### src/rtl/ula_port_ctrl.sv
// ULA port controller: port 0xFE write latches, keyboard/EAR read path,
// frame counter with interrupt, turbo frame length and beeper activity divider.
// Ports: clk_cpu/reset/ce clocking; turbo; A/D/io_we CPU IO; key_matrix, ear_in
// inputs; ula_data read bus; border/ear_out/mic_out latches; vs_nintr,
// frame_start frame timing; beeper divided audio activity.
module ula_port_ctrl #(
  parameter int NUM_ROWS     = 8,
  parameter int FRAME_TSTATES = 69888,
  parameter int INT_WIDTH    = 32,
  parameter int BEEP_DIV_W   = 7,
  parameter bit FULL_DECODE  = 1'b0
) (
  input  logic                    clk_cpu,
  input  logic                    reset,
  input  logic                    ce,
  input  logic                    turbo,
  input  logic [15:0]             A,
  input  logic [7:0]              D,
  input  logic                    io_we,
  input  logic [NUM_ROWS*5-1:0]   key_matrix,
  input  logic                    ear_in,
  output logic [7:0]              ula_data,
  output logic [2:0]              border,
  output logic                    ear_out,
  output logic                    mic_out,
  output logic                    vs_nintr,
  output logic                    frame_start,
  output logic                    beeper
);

  localparam int CW = $clog2(2*FRAME_TSTATES);
  localparam logic [CW-1:0] LAST_N = CW'(FRAME_TSTATES-1);
  localparam logic [CW-1:0] LAST_T = CW'(2*FRAME_TSTATES-1);
  localparam logic [CW-1:0] INT_W  = CW'(INT_WIDTH);

  logic                  sync1_q, sync1_d;
  logic                  sync2_q, sync2_d;
  logic [2:0]            border_q, border_d;
  logic                  ear_q, ear_d;
  logic                  mic_q, mic_d;
  logic [CW-1:0]         cnt_q, cnt_d;
  logic                  turbo_l_q, turbo_l_d;
  logic                  vs_q, vs_d;
  logic                  fs_q, fs_d;
  logic                  act_q, act_d;
  logic [BEEP_DIV_W-1:0] bcnt_q, bcnt_d;
  logic                  beep_q, beep_d;

  logic       port_hit;
  logic [4:0] keys;
  logic       wrap;
  logic       act;
  logic       rise;

  assign port_hit = FULL_DECODE ? (A[7:0] == 8'hFE) : ~A[0];

  // A row participates when its address line is pulled low
  always_comb begin
    keys = 5'h1F;
    for (int r = 0; r < NUM_ROWS; r++) begin
      if (!A[8+r]) keys = keys & key_matrix[5*r +: 5];
    end
  end

  assign ula_data = port_hit ? {1'b1, sync2_q, 1'b1, keys} : 8'hFF;

  assign wrap = (cnt_q == (turbo_l_q ? LAST_T : LAST_N));
  assign act  = ear_q ^ mic_q ^ sync2_q;
  assign rise = act & ~act_q;

  always_comb begin
    sync1_d   = ear_in;
    sync2_d   = sync1_q;
    border_d  = border_q;
    ear_d     = ear_q;
    mic_d     = mic_q;
    cnt_d     = cnt_q;
    turbo_l_d = turbo_l_q;
    vs_d      = vs_q;
    fs_d      = 1'b0;
    act_d     = act_q;
    bcnt_d    = bcnt_q;
    beep_d    = beep_q;
    if (ce) begin
      if (io_we && port_hit) begin
        border_d = D[2:0];
        mic_d    = D[3];
        ear_d    = D[4];
      end
      if (wrap) begin
        cnt_d     = '0;
        turbo_l_d = turbo;
        fs_d      = 1'b1;
      end else begin
        cnt_d = cnt_q + CW'(1);
      end
      vs_d  = ~(cnt_q < INT_W);
      act_d = act;
      if (rise) begin
        bcnt_d = bcnt_q - BEEP_DIV_W'(1);
        // divider expiry: one toggle per full wrap of bcnt
        if (bcnt_q == '0) beep_d = ~beep_q;
      end
    end
  end

  always_ff @(posedge clk_cpu) begin
    if (reset) begin
      sync1_q   <= 1'b0;
      sync2_q   <= 1'b0;
      border_q  <= 3'd0;
      ear_q     <= 1'b0;
      mic_q     <= 1'b0;
      cnt_q     <= '0;
      turbo_l_q <= turbo;
      vs_q      <= 1'b1;
      fs_q      <= 1'b0;
      act_q     <= 1'b0;
      bcnt_q    <= '0;
      beep_q    <= 1'b0;
    end else begin
      sync1_q   <= sync1_d;
      sync2_q   <= sync2_d;
      border_q  <= border_d;
      ear_q     <= ear_d;
      mic_q     <= mic_d;
      cnt_q     <= cnt_d;
      turbo_l_q <= turbo_l_d;
      vs_q      <= vs_d;
      fs_q      <= fs_d;
      act_q     <= act_d;
      bcnt_q    <= bcnt_d;
      beep_q    <= beep_d;
    end
  end

  assign border      = border_q;
  assign ear_out     = ear_q;
  assign mic_out     = mic_q;
  assign vs_nintr    = vs_q;
  assign frame_start = fs_q;
  assign beeper      = beep_q;

endmodule

### config.mk
export PLATFORM = sky130hd
export DESIGN_NAME = ula_port_ctrl
export DESIGN_NICKNAME = d
export VERILOG_FILES = /design/src/rtl/ula_port_ctrl.sv
export SDC_FILE = /design/constraint.sdc
export NUM_CORES = 1
export LEC_CHECK = 0
export ABC_CLOCK_PERIOD_IN_PS = 1660
export CORE_MARGIN = 4
export CORE_UTILIZATION = 38
export CTS_CLUSTER_DIAMETER = 40
export DETAILED_ROUTE_END_ITERATION = 8
export MAX_ROUTING_LAYER = met4
export PLACE_DENSITY_LB_ADDON = 0.3
export SYNTH_ARGS = -nofsm -noshare
export SYNTH_HDL_FRONTEND = slang
export SYNTH_SLANG_ARGS = --single-unit
### constraint.sdc
create_clock -name clk_cpu -period 1.66 [get_ports clk_cpu]
set_input_delay 0.166 -clock clk_cpu [delete_from_list [all_inputs] [get_ports clk_cpu]]
set_output_delay 0.166 -clock clk_cpu [all_outputs]
set_load 0.01 [all_outputs]
* Yosys cells after proc, flatten, opt, wreduce, memory -nomap -nowiden
Cells that the tools add are included.
Word-level totals: register bits after elaboration 37, input port bits 70, output and inout port bits 16, word-level logic and storage cells 55
Cells by class: add/sub/neg operators 2, magnitude comparators 1, equal/unequal tests 1, multiplexer cells 15, bitwise gates (word level) 15, reduce and logical (&&, ||, !) cells 9
Operators by type and width (number):
- 2-to-1 mux 5 bit | 8
- 2-to-1 mux 18 bit | 2
- AND 5 bit | 7
- adder 18 x 1 -> 18 bit, second input constant | 1
- == test 18 bit | 1
- < comparator 18 x 6 -> 1 bit, second input constant | 1
- zero test 7 bit | 1
- 2-to-1 mux 7 bit | 1
- subtractor 7 x 1 -> 7 bit, second input constant | 1
- AND reduction 2 bit | 3
- inverter 1 bit | 5
- 2-to-1 mux 1 bit | 4
- nonzero test 2 bit | 2
- AND reduction 3 bit | 1
- OR reduction 2 bit | 1
- XOR 1 bit | 2
- AND 1 bit | 1
- logical AND 1 bit | 1

* Logic depth before layout (Yosys ltp)
Gate-level depths: netlist of run 1.
word-level depth 16, gate-level depth with buffers 8, gate-level depth less buffers 5

* Worst setup path before layout of run 1
No wires, ideal clock.
kind register -> register, start point register cnt_q[0], end point register turbo_l_q (enable), setup time 248 ps, arrival 1476 ps, data required time 1412 ps, setup slack -64 ps, stages on the path, launching flop included 8, path buffers 3, period minus slack after synthesis 1724 ps, cells stage by stage dfxtp_1 ha_1 and3_4 buf_6 and3_4 a31o_1 buf_6 buf_12
On the way: longest elaborated chain between the ends 3
RTL lines:
- start: declaration | line 41 | logic [CW-1:0] cnt_q, cnt_d;
- start signal: assignment | line 127 | cnt_q <= cnt_d;
- == test 18 bit | line 67 | assign wrap = (cnt_q == (turbo_l_q ? LAST_T : LAST_N));
- nonzero test 2 bit (no line)
- AND reduction 2 bit (no line)
- end signal: assignment | line 115 | turbo_l_q <= turbo;
- end signal: assignment | line 128 | turbo_l_q <= turbo_l_d;
- end: declaration | line 42 | logic turbo_l_q, turbo_l_d;
No other way between the ends. A chain may end at the register's enable or synchronous reset.

* Final worst setup path of run 1
start point input key_matrix[33], end point output ula_data[3]
On the way: longest elaborated chain between the ends 5
RTL lines:
- start: declaration | line 20 | input logic [NUM_ROWS*5-1:0] key_matrix,
- AND 5 bit (*) | line 61 | if (!A[8+r]) keys = keys & key_matrix[5*r +: 5];
- 2-to-1 mux 5 bit (*) | line 61
- AND 5 bit | line 61
- 2-to-1 mux 5 bit (*) | line 61
- 2-to-1 mux 7 bit (*) | line 65 | assign ula_data = port_hit ? {1'b1, sync2_q, 1'b1, keys} : 8'hFF;
- end: declaration | line 22 | output logic [7:0] ula_data,
Mark *: on every way between the ends. The rest lies on a longest branch, timed or not.

==> reports/metrics.csv, run 1 <==
stage,metric,value,unit
sta,minimum clock period,1.573,ns
drt,met1 WL,2.141,mm
logic_synthesis,number of enable flip-flop cells after synthesis,1,
drt,post-route ant nets,0,
grt,grt ovf,0,
finish,most frequent cells in the layout,"clkdlybuf4s50_1 (60), dfxtp_1 (34), nor2_1 (22), o22ai_1 (20), buf_4 (20)",
sta,Fin. Hold Viols,0,
logic_synthesis,Area contributors post-synth,"dfxtp_1 (37%), o22ai_1 (6.3%), xor2_1 (6.2%)",
sta,unrepaired setup endpoints after global routing,no,
logic_synthesis,synthesized flop and latch total,37,
sta,Worst Skew,0.004932,ns
place,gpl congestion,0.8790,
drt,drt drc,0,
grt,total track usage,0.1703,
clock_tree,"Clk pin slew, worst setup/hold paths",0.07,ns
worst_setup_path,critical path's slowest cell,clkdlybuf4s50_1,
finish,layout cells sized above 1,0.1886,
power,PwrDens,729.2,nW/um2
worst_setup_path,CP top delay family,buffers and inverters,
drt,Initial DRC Count,101,
job,Max-Cap Viols,0,
power,Leakage,1.175,nW
finish,Non-Filler Instances,364,
grt,first-pass GRT wire length,8.280,mm
logic_synthesis,Mapped Cells,205,
drt,met3 wire len,631,um
place,detailed placer's ending HPWL,4.346,mm
floorplanning,die area,6406,um2
grt,largest net degree at the start of global routing,20,
logic_synthesis,"Distinct cells, synth",45,
place,Post-Place Cells,356,
sta,setup violators final,0,
worst_setup_path,worst path cell trace,clkdlybuf4s50_1 > o22ai_1 > o41ai_2 > clkdlybuf4s15_1,
logic_synthesis,"Warnings, synthesis",0,
worst_setup_path,reg2reg setup slack,0.09,ns
worst_setup_path,"slowest stage delay, CP",0.48,ns
logic_synthesis,leading area contributor after synthesis,dfxtp_1,
worst_setup_path,Required @ worst endpoint,1.49,ns
logic_synthesis,commonest register cell after synthesis,dfxtp_1,
grt,initial antenna violation count,0,
drt,Detailed Routing Iterations Pass 1,4,
logic_synthesis,"Cell Area, Synth",1972,um2
floorplanning,core area,4880,um2
clock_tree,Clock Latency Late Sink,0.29,ns
clock_tree,CTS Buf Count,5,
floorplanning,Site Rows,25,
finish,area added between synthesis and finish,52.73,%
worst_setup_path,Worst Path Buf+Inv,2,
drt,met2 wire len,2.625,mm
logic_synthesis,register area share after synthesis,0.3807,
finish,"most common cell after layout, fill and taps aside",clkdlybuf4s50_1,
logic_synthesis,fraction of registers with async set or reset after synthesis,0,
grt,number of global-route vias before repair,1803,
logic_synthesis,post-synth top area share,0.3655,
power,total power,2.196,mW
clock_tree,hold_buf cts,0,
finish,Fillers,416,
clock_tree,buffer depth of the longest clock path,2,
clock_tree,clock root cell,clkbuf_8,
drt,WL/cell,15.04,um
clock_tree,Sink Count,37,
worst_setup_path,endpoint class of the critical path,primary output,
drt,highest metal used,met4,
sta,max frequency,635.7,MHz
floorplanning,Die Height,80.04,um
clock_tree,CTS tree,done,
finish,Antenna Cells,0,
place,PortBufs,73,
worst_setup_path,CP Launch Type,primary input,
worst_setup_path,WP data arrival,1.41,ns
drt,final wirelength,5.473,mm
sta,Final Cycle Share,0.9476,
hold_path,Min-Delay Path Class,in2reg,
status,status,finished clean,
finish,NumNets Final,369,
floorplanning,Starting Density,0.4041,
sta,max-slew violations,0,
floorplanning,Die W,80.04,um
drt,Vias,1891,
clock_tree,H-tree depth,2,
worst_setup_path,CP Class,in2out,
worst_setup_path,crit-path max FO,1,
floorplanning,I/O pin cnt,86,
power,worst vdd ir,0.4210,mV
logic_synthesis,syn_area_per_cell,9.619,um2
drt,Vias/cell,5.195,
[path summary, 6_finish.rpt]
check | endpoint | cells past startpoint | from
max | ula_data[3] | 4 | key_matrix[33]
min | sync1_q$_SDFF_PP0_ | 2 | ear_in
max reg2reg | cnt_q[16]$_SDFFE_PP0P_ | 5 | cnt_q[1]$_SDFFE_PP0P_
min reg2reg | sync2_q$_SDFF_PP0_ | 1 | sync1_q$_SDFF_PP0_
[final cells by class]
| type | instances | area [um2] | share of cell area |
|---|---|---|---|
| Sequential cell | 37 | 753.2 | 0.2501 |
| Clock buffer | 6 | 93.84 | 0.03116 |
| Clock inverter | 2 | 35.03 | 0.01163 |
| Tap cell | 67 | 83.83 | 0.02784 |
| Timing Repair Buffer | 94 | 895.9 | 0.2975 |
| Inverter | 4 | 15.01 | 0.004985 |
| Multi-Input combinational cell | 154 | 1135 | 0.3768 |
[repair_timing]
item,CTS,global route
hold endpoints to repair,0,0
cloned,0,0
pin swaps,0,0
endpoints found under the setup margin,5,20
buffers inserted,0,0
gates resized for setup,18,4
[cell usage after synthesis (2+ instances only)]
library cell and count:
a21oi_1 4, and2_1 2, and3_1 2, and3_4 2
and4_1 3, buf_4 3, buf_6 4, dfxtp_1 36
ha_1 3, inv_1 4, mux2i_1 7, nand2_1 6
nand3_1 5, nand3b_1 2, nand4_1 11, nor2_1 22
nor2_4 10, nor2b_1 3, nor4_1 2, o21ai_0 3
o22ai_1 20, o31ai_1 2, o41ai_1 5, or2_2 2
or3_1 4, or4_4 2, xnor2_1 5, xor2_1 14
[sequential cells by signal (all words and copies together), names as in the netlist]
signal,cells
cnt_q,18
bcnt_q,7
border,3
act_q,1
beeper,1
ear_out,1
frame_start,1
mic_out,1
sync1_q,1
sync2_q,1
turbo_l_q,1
vs_nintr,1
[power by group]
group / switching [mW] / internal (mW)
registers: 0.0238 / 0.925
logic: 0.157 / 0.235
clock network: 0.318 / 0.536
total: 0.500 / 1.70
[routing by layer]
metal,global-route usage,vias up
li1,-,927
met1,0.1830,870
met2,0.2972,89
met3,0.05305,5
met4,0.05574,0
met5,-,-
[metrics by stage]
step	cell area [um2]	setup TNS, ns	setup WS, ns	utilization	hold WS [ns]
detailed placement	2865	-5.564	-0.3834	0.5872	0.4410
floorplan	1981	-0.03428	-0.03428	-	0.2649
finish	3012	0	0.08701	0.6172	0.4256
CTS	2999	0	0.007141	0.6146	0.4174
global placement	2865	-5.680	-0.3505	0.5872	0.4433
global route	3012	0	0.004707	0.6172	0.4340
[cells by family (layout without fill, tap and decap cells)]
kind of cell / after synthesis / after routing / synth area share
DFF: 37 / 37 / 0.3807
AOI/OAI and AO/OA: 39 / 39 / 0.1339
other: 1 / 2 / 0.001902
buffers and inverters: 15 / 106 / 0.05837
muxes: 7 / 7 / 0.03553
xor gates and xnor gates: 20 / 20 / 0.09645
adders and majority gates: 3 / 3 / 0.01904
and+or+nand+nor: 83 / 83 / 0.2741
Power figures use the tool's default switching activity.
==> inputs of run 2 (changes only) <==
--- a/config.mk
+++ b/config.mk
@@ -5,9 +5,10 @@
 export SDC_FILE = /design/constraint.sdc
 export NUM_CORES = 1
 export LEC_CHECK = 0
-export ABC_CLOCK_PERIOD_IN_PS = 1660
+export ABC_CLOCK_PERIOD_IN_PS = 1760
+export CAP_MARGIN = 25
 export CORE_MARGIN = 4
-export CORE_UTILIZATION = 38
+export CORE_UTILIZATION = 42
 export CTS_CLUSTER_DIAMETER = 40
 export DETAILED_ROUTE_END_ITERATION = 8
 export MAX_ROUTING_LAYER = met4
==> constraint.sdc (replaced) <==
create_clock -name clk_cpu -period 1.76 [get_ports clk_cpu]
set_input_delay 0.176 -clock clk_cpu [delete_from_list [all_inputs] [get_ports clk_cpu]]
set_output_delay 0.176 -clock clk_cpu [all_outputs]
set_load 0.01 [all_outputs]
==> run 2 against run 1 <==
Effect of this change: critical path type unchanged; clock skew up 0.0045 ns; core utilization increased by 3.6 points; combinational power shrank 7.9%; count of clock-buffer cells in the layout increased by 1; largest power group unchanged; worst hold slack improved by 0.015 ns; power is 8.6% lower.
==> reports/metrics.csv, run 2 (synthesis results as in run 1) <==
stage,metric,value,unit,change
status,status,finished clean,,unchanged
worst_setup_path,worst path cell trace,clkdlybuf4s50_1 > o22ai_1 > o41ai_2 > dlygate4sd2_1,,was clkdlybuf4s50_1 > o22ai_1 > o41ai_2 > clkdlybuf4s15_1
worst_setup_path,"slowest stage delay, CP",0.59,ns,was 0.48 ns
floorplanning,Die W,76.52,um,was 80.04 um
sta,max frequency,575.6,MHz,
floorplanning,I/O pin cnt,86,,unchanged
clock_tree,Clock Latency Late Sink,0.29,ns,about the same
drt,post-route ant nets,0,,unchanged
clock_tree,Sink Count,37,,unchanged
grt,largest net degree at the start of global routing,20,,unchanged
power,Cell Int Power,1.551,mW,was 1.697 mW
finish,NumNets Final,361,,was 369
grt,first-pass GRT wire length,8.818,mm,was 8.280 mm
power,sequential share of power,0.445,,was 0.432
clock_tree,"Clk pin slew, worst setup/hold paths",0.07,ns,about the same
power,worst vdd ir,0.5377,mV,was 0.4210 mV
drt,Vias,1848,,was 1891
worst_setup_path,critical path's slowest cell,clkdlybuf4s50_1,,unchanged
place,DP Worst Slack,-0.3237,ns,was -0.3834 ns
floorplanning,Starting Density,0.4437,,was 0.4041
drt,Detailed Routing Iterations Pass 1,4,,unchanged
worst_setup_path,Required @ worst endpoint,1.58,ns,was 1.49 ns
sta,fin worst setup slack,0.02257,ns,was 0.08701 ns
power,NetSw,0.4553,mW,was 0.4996 mW
sta,max-slew violations,0,,unchanged
sta,minimum clock period,1.737,ns,
worst_setup_path,CP Class,in2out,,unchanged
power,total power,2.006,mW,was 2.196 mW
worst_setup_path,WP data arrival,1.56,ns,was 1.41 ns
place,detailed placer's ending HPWL,4.161,mm,was 4.346 mm
floorplanning,Die Height,76.52,um,was 80.04 um
power,Leakage,1.137,nW,was 1.175 nW
finish,Antenna Cells,0,,unchanged
job,Max-Cap Viols,0,,unchanged
power,switch share,0.2269,,was 0.2275
clock_tree,CTS tree,done,,unchanged
drt,final wirelength,5.228,mm,was 5.473 mm
place,PortBufs,73,,unchanged
worst_setup_path,CP top delay family,buffers and inverters,,unchanged
worst_setup_path,CP Launch Type,primary input,,unchanged
finish,area added between synthesis and finish,47.14,%,was 52.73%
sta,Fin Setup TNS,0,ns,unchanged
sta,setup violators final,0,,unchanged
floorplanning,die area,5855,um2,was 6406 um2
drt,drt drc,0,,unchanged
finish,most frequent cells in the layout,"clkdlybuf4s50_1 (62), dfxtp_1 (36), nor2_1 (22), o22ai_1 (20), xor2_1 (14)",,"was clkdlybuf4s50_1 (60), dfxtp_1 (34), nor2_1 (22), o22ai_1 (20), buf_4 (20)"
clock_tree,clock root cell,clkbuf_8,,unchanged
power,clock share of power,0.374,,was 0.389
clock_tree,CTS Buf Count,5,,unchanged
floorplanning,Site Rows,24,,was 25
power,PwrDens,691.4,nW/um2,was 729.2 nW/um2
sta,Fin. Hold Viols,0,,unchanged
grt,grt ovf,0,,unchanged
sta,Worst Skew,0.009446,ns,was 0.004932 ns
place,gpl congestion,0.9558,,was 0.8790
worst_setup_path,endpoint class of the critical path,primary output,,unchanged
hold_path,Min-Delay Path Class,in2reg,,unchanged
finish,Top reg by flops,cnt_q,,unchanged
drt,Initial DRC Count,61,,was 101
power,Comb pwr share,0.180,,was 0.179
grt,initial antenna violation count,0,,unchanged
drt,Vias/cell,5.419,,was 5.195
clock_tree,H-tree depth,2,,unchanged
grt,number of global-route vias before repair,1873,,was 1803
grt,total track usage,0.1926,,was 0.1703
sta,Final Cycle Share,0.9872,,
finish,"most common cell after layout, fill and taps aside",clkdlybuf4s50_1,,unchanged
finish,Largest register FFs,18,,unchanged
floorplanning,core area,4444,um2,was 4880 um2
drt,WL/cell,15.33,um,was 15.04 um
clock_tree,buffer depth of the longest clock path,2,,unchanged
clock_tree,postcts setup bufs,0,,unchanged
worst_setup_path,crit-path max FO,5,,was 1
finish,layout cells sized above 1,0.1453,,was 0.1886
worst_setup_path,Worst Path Buf+Inv,2,,unchanged
-- run 2: cell count changes in the layout (fill, tap and decap cells not counted), moves of 2 or more --
cell,previous run,this run
buf_4,20,13
dlygate4sd2_1,8,5
dlymetal6s2s_1,2,5
clkdlybuf4s50_1,60,62
dfxtp_1,34,36
dfxtp_2,2,0
-- run 2: power groups by stage --
stage	combinational (mW)	sequential (mW)	clock (mW)
after floorplan	0.159	0.912	0
after global placement	0.361	0.911	0
after detailed placement	0.366	0.912	0
after CTS	0.360	0.893	0.768
after global routing	0.394	0.898	0.814
final	0.362	0.893	0.751
-- run 2: through the flow --
| step | cell area (um2) | util | hold WS [ns] | instances |
|---|---|---|---|---|
| after global routing | 2902 | 0.6529 | 0.4516 | 341 |
| after global placement | 2769 | 0.6230 | 0.4198 | 333 |
| after detailed placement | 2769 | 0.6230 | 0.4329 | 333 |
| after CTS | 2878 | 0.6475 | 0.4357 | 341 |
| final | 2902 | 0.6529 | 0.4405 | 341 |
| after floorplan | 1976 | - | 0.2749 | 206 |
-- run 2: final cells by class --
cell class	count	area [um2]
clock buffers	7	86.33
clock inverters	1	30.03
fillers	371	1543
inverters	4	15.01
multi-input cells	154	1125
flip-flops and latches	37	750.7
well taps	52	65.06
repair buffers	86	829.5
-- run 2: worst register-to-register path, cell delays in order (launching register included) --
cell	delay [ns]
dfxtp_1	0.34
or4_4	0.56
nor2_4	0.11
a31o_1	0.26
buf_4	0.24
nor2_4	0.05
-- run 2: layer usage --
metal / part of all wire / wire length, um / global-route usage
met5: 0 / 0 / -
met1: 0.43 / 2243 / 0.2204
met3: 0.064 / 332 / 0.04965
met4: 0.020 / 106 / 0.08877
met2: 0.49 / 2545 / 0.3155
-- run 2: what timing repair did --
action,4_1_cts,5_1_grt
gates resized for setup,6,9
hold buffers,0,0
pin swaps,0,0
setup endpoints to repair,5,5
-- run 2: path summary, 6_finish.rpt --
kind	start	endpoint	slack, ns	cells after the start
worst max-delay path	A[10]	ula_data[0]	0.02	4
worst min-delay path	turbo	turbo_l_q$_DFFE_PP_	0.44	1
worst max register to register	cnt_q[15]$_SDFFE_PP0P_	cnt_q[8]$_SDFFE_PP0P_	0.10	5
worst min register to register	sync1_q$_SDFF_PP0_	sync2_q$_SDFF_PP0_	0.45	1
==> inputs of run 3 (changes only) <==
--- a/config.mk
+++ b/config.mk
@@ -5,10 +5,11 @@
 export SDC_FILE = /design/constraint.sdc
 export NUM_CORES = 1
 export LEC_CHECK = 0
+export ABC_AREA = 1
 export ABC_CLOCK_PERIOD_IN_PS = 1760
 export CAP_MARGIN = 25
 export CORE_MARGIN = 4
-export CORE_UTILIZATION = 42
+export CORE_UTILIZATION = 44
 export CTS_CLUSTER_DIAMETER = 40
 export DETAILED_ROUTE_END_ITERATION = 8
 export MAX_ROUTING_LAYER = met4
==> run 3 against run 2 <==
Effect of this change: maximum frequency rose by 4.6%; first-iteration DRC count rose to 2.6 times the previous value; register-to-register slack improved by 0.04 ns; core utilization rose by 0.11 points; combinational power rose by 18%; worst setup slack improved by 0.077 ns; sequential power rose by 0.7%; power fell by 3.6%; count of clock-buffer cells in the layout rose by 1; die area rose by 4.6%; clock skew fell by 0.0014 ns; highest routed layer unchanged.
==> reports/metrics.csv, run 3 <==
stage,metric,value,unit,change
worst_setup_path,crit-path max FO,5,,unchanged
power,NetSw,0.5013,mW,was 0.4553 mW
clock_tree,hold_buf cts,0,,unchanged
floorplanning,core area,4755,um2,was 4444 um2
sta,max-slew violations,0,,unchanged
worst_setup_path,CP startpoint,A[13],,was A[10]
place,DP Worst Slack,-0.2180,ns,was -0.3237 ns
floorplanning,Site Rows,25,,was 24
clock_tree,CTS tree,done,,unchanged
job,Max-Cap Viols,0,,unchanged
worst_setup_path,WP data arrival,1.48,ns,was 1.56 ns
logic_synthesis,mux cell area share after synthesis,0,,was 0.03553
logic_synthesis,post-synth top area share,0.3318,,was 0.3655
finish,Final Util,0.6539,,was 0.6529
finish,Fillers,441,,was 371
clock_tree,H-tree depth,2,,unchanged
clock_tree,clock root cell,clkbuf_8,,unchanged
logic_synthesis,Mapped Cells,338,,was 205
logic_synthesis,"Warnings, synthesis",0,,unchanged
sta,max frequency,602.2,MHz,was 575.6 MHz
place,gpl congestion,0.9550,,was 0.9558
worst_setup_path,Required @ worst endpoint,1.58,ns,about the same
drt,Vias,2475,,was 1848
clock_tree,buffer depth of the longest clock path,2,,unchanged
logic_synthesis,fraction of registers with async set or reset after synthesis,0,,unchanged
finish,"most common cell after layout, fill and taps aside",nand2_1,,was clkdlybuf4s50_1
worst_setup_path,reg2reg setup slack,0.14,ns,was 0.10 ns
sta,unrepaired setup endpoints after global routing,no,,
power,PwrDens,622.2,nW/um2,was 691.4 nW/um2
logic_synthesis,Synth Area in XOR/XNOR,0.02016,,was 0.09645
logic_synthesis,Adder-Cell Fraction of Synth Area,0.01728,,was 0.01904
worst_setup_path,CP Launch Type,primary input,,unchanged
finish,most frequent cells in the layout,"nand2_1 (73), clkdlybuf4s50_1 (64), nor2_1 (56), inv_1 (42), dfxtp_1 (36)",,"was clkdlybuf4s50_1 (62), dfxtp_1 (36), nor2_1 (22), o22ai_1 (20), xor2_1 (14)"
sta,Final Cycle Share,0.9435,,was 0.9872
drt,Vias/cell,5.061,,was 5.419
floorplanning,Starting Density,0.4568,,was 0.4437
worst_setup_path,RR Startpoint,cnt_q[0]$_SDFFE_PP0P_,,was cnt_q[15]$_SDFFE_PP0P_
status,status,finished clean,,unchanged
power,sequential share of power,0.465,,was 0.445
logic_synthesis,largest family of logic cells by synthesized area,simple AND/OR/NAND/NOR gates,,unchanged
clock_tree,"Clk pin slew, worst setup/hold paths",0.07,ns,about the same
finish,Antenna Cells,0,,unchanged
place,Post-Place Cells,481,,was 333
power,switch share,0.2592,,was 0.2269
drt,drt drc,0,,unchanged
drt,Detailed Routing Iterations Pass 1,5,,was 4
finish,Largest register FFs,18,,unchanged
logic_synthesis,top post-synthesis cells by count,"nand2_1 (73), nor2_1 (56), inv_1 (42)",,"was dfxtp_1 (36), nor2_1 (22), o22ai_1 (20)"
clock_tree,Clock Latency Late Sink,0.29,ns,about the same
logic_synthesis,leading area contributor after synthesis,dfxtp_1,,unchanged
hold_path,Min-Delay Path Class,in2reg,,unchanged
clock_tree,Sink Count,37,,unchanged
power,clock share of power,0.315,,was 0.374
power,Comb pwr share,0.220,,was 0.180
grt,largest net degree at the start of global routing,16,,was 20
power,Cell Int Power,1.433,mW,was 1.551 mW
logic_synthesis,number of enable flip-flop cells after synthesis,1,,unchanged
sta,minimum clock period,1.660,ns,was 1.737 ns
grt,met1 Usage GRT,0.2321,,was 0.2204
logic_synthesis,most common cell in the synthesized netlist,nand2_1,,was dfxtp_1
sta,fin worst setup slack,0.09953,ns,was 0.02257 ns
logic_synthesis,"Cell Area, Synth",2172,um2,was 1972 um2
grt,gr busiest metal,met2,,unchanged
logic_synthesis,syn_area_per_cell,6.426,um2,was 9.619 um2
logic_synthesis,commonest register cell after synthesis,dfxtp_1,,unchanged
power,Leakage,1.317,nW,was 1.137 nW
drt,WL/cell,12.48,um,was 15.33 um
worst_setup_path,endpoint class of the critical path,primary output,,unchanged
place,detailed placer's ending HPWL,4.968,mm,was 4.161 mm
sta,setup violators final,0,,unchanged
sta,Worst Skew,0.008031,ns,was 0.009446 ns
worst_setup_path,Reg2Reg Capture Point,cnt_q[5]$_SDFFE_PP0P_,,was cnt_q[8]$_SDFFE_PP0P_
sta,Fin. Hold Viols,0,,unchanged
grt,GR Util met2,0.3604,,was 0.3155
power,worst vdd ir,0.2780,mV,was 0.5377 mV
grt,number of global-route vias before repair,2391,,was 1873
floorplanning,die area,6125,um2,was 5855 um2
finish,layout cells sized above 1,0.09479,,was 0.1453
hold_path,hold_sp,ear_in,,was turbo
finish,NumNets Final,494,,was 361
floorplanning,I/O pin cnt,86,,unchanged
drt,final wirelength,6.103,mm,was 5.228 mm
floorplanning,Die Height,78.26,um,was 76.52 um
grt,total track usage,0.2114,,was 0.1926
sta,hold_ws,0.4080,ns,was 0.4405 ns
logic_synthesis,Area contributors post-synth,"dfxtp_1 (33%), nand2_1 (13%), nor2_1 (9.7%)",,"was dfxtp_1 (37%), o22ai_1 (6.3%), xor2_1 (6.2%)"
grt,initial antenna violation count,0,,unchanged
floorplanning,Die W,78.26,um,was 76.52 um
logic_synthesis,register area share after synthesis,0.3456,,was 0.3807
drt,post-route ant nets,0,,unchanged
grt,grt ovf,0,,unchanged
logic_synthesis,"Distinct cells, synth",31,,was 45
worst_setup_path,CP Class,in2out,,unchanged
logic_synthesis,Synth Area in Compound Gates,0.1215,,was 0.1339
finish,Top reg by flops,cnt_q,,unchanged
drt,Initial DRC Count,156,,was 61
logic_synthesis,synthesized flop and latch total,37,,unchanged
clock_tree,CTS Buf Count,5,,unchanged
clock_tree,postcts setup bufs,0,,unchanged
grt,first-pass GRT wire length,10.19,mm,was 8.818 mm
place,PortBufs,73,,unchanged
worst_setup_path,CP endpoint,ula_data[4],,was ula_data[0]
grt,met3 Usage GRT,0.04931,,was 0.04965
logic_synthesis,simple-gate portion of the synthesized area,0.3998,,was 0.2741
worst_setup_path,Worst Reg-to-Reg Cells,7,,was 5
finish,Non-Filler Instances,489,,was 341
finish,area added between synthesis and finish,43.15,%,was 47.14%
-- run 3: changes by cell type in the layout (fill, tap and decap cells not counted), sizes merged, moves of 7 or more --
cell   previous run  this run
nand2             6        75
nand3             6        23
xor2             14         4
or2               2        17
o21ai             3        14
nor3              1         9
a21oi             5        17
o22ai            21        10
inv               4        43
mux2i             7         0
nor2             32        60
-- run 3: critical path, cell delays in order --
cell and delay, ns:
clkdlybuf4s50_1 0.57, or2_2 0.14, nand4_1 0.09, o31ai_1 0.20, dlygate4sd2_1 0.31
-- run 3: how the worst min path moves through the flow --
stage,to,slack [ns],depth (start not counted)
final,sync1_q$_SDFF_PP0_,0.41,3
after global routing,sync1_q$_SDFF_PP0_,0.43,3
after CTS,sync1_q$_SDFF_PP0_,0.40,3
after detailed placement,sync2_q$_SDFF_PP0_,0.42,2
after global placement,sync2_q$_SDFF_PP0_,0.39,2
after floorplan,turbo_l_q$_DFFE_PP_,0.27,0
-- run 3: power groups by stage --
| stage | Combinational, mW | Clock, mW | Sequential [mW] |
|---|---|---|---|
| after global routing | 0.472 | 0.653 | 0.903 |
| after floorplan | 0.206 | 0 | 0.917 |
| final | 0.426 | 0.610 | 0.899 |
| after global placement | 0.424 | 0 | 0.916 |
| after CTS | 0.429 | 0.628 | 0.898 |
| after detailed placement | 0.434 | 0 | 0.918 |
-- run 3: area by class of cell --
type | instances | area [um2] | area share
multi-input combinational | 252 | 1232 | 0.3964
clock buffer | 8 | 90.09 | 0.02897
tap | 67 | 83.83 | 0.02696
sequential | 37 | 750.7 | 0.2414
inverter | 44 | 165.2 | 0.05312
timing repair buffer | 81 | 787.0 | 0.2531
-- run 3: stage by stage --
stage | area (um2) | total power, mW | setup TNS [ns]
4_1_cts | 3094 | 1.955 | 0
2_1_floorplan | 2176 | 1.123 | 0
3_5_place_dp | 3012 | 1.352 | -0.9949
5_1_grt | 3109 | 2.028 | 0
3_3_place_gp | 3012 | 1.340 | -0.8319
6_report | 3109 | 1.934 | 0
-- run 3: cell families (layout without fill, tap and decap cells) --
logic type | Yosys count | count (layout)
simple gates | 195 | 195
buf+inv | 50 | 133
compound gates | 47 | 47
flops | 37 | 37
xor+xnor | 5 | 5
fa+ha+maj | 3 | 3
other cells | 1 | 2
-- run 3: layer usage --
metal / vias up / part of all wire
li1: 1260 / -
met1: 1087 / 0.40
met2: 110 / 0.49
met3: 18 / 0.080
met4: 0 / 0.031
met5: - / 0
-- run 3: what timing repair did --
item,CTS,global route
setup endpoints to repair,5,8
gates resized for setup,6,8
endpoints found under the hold margin,0,0
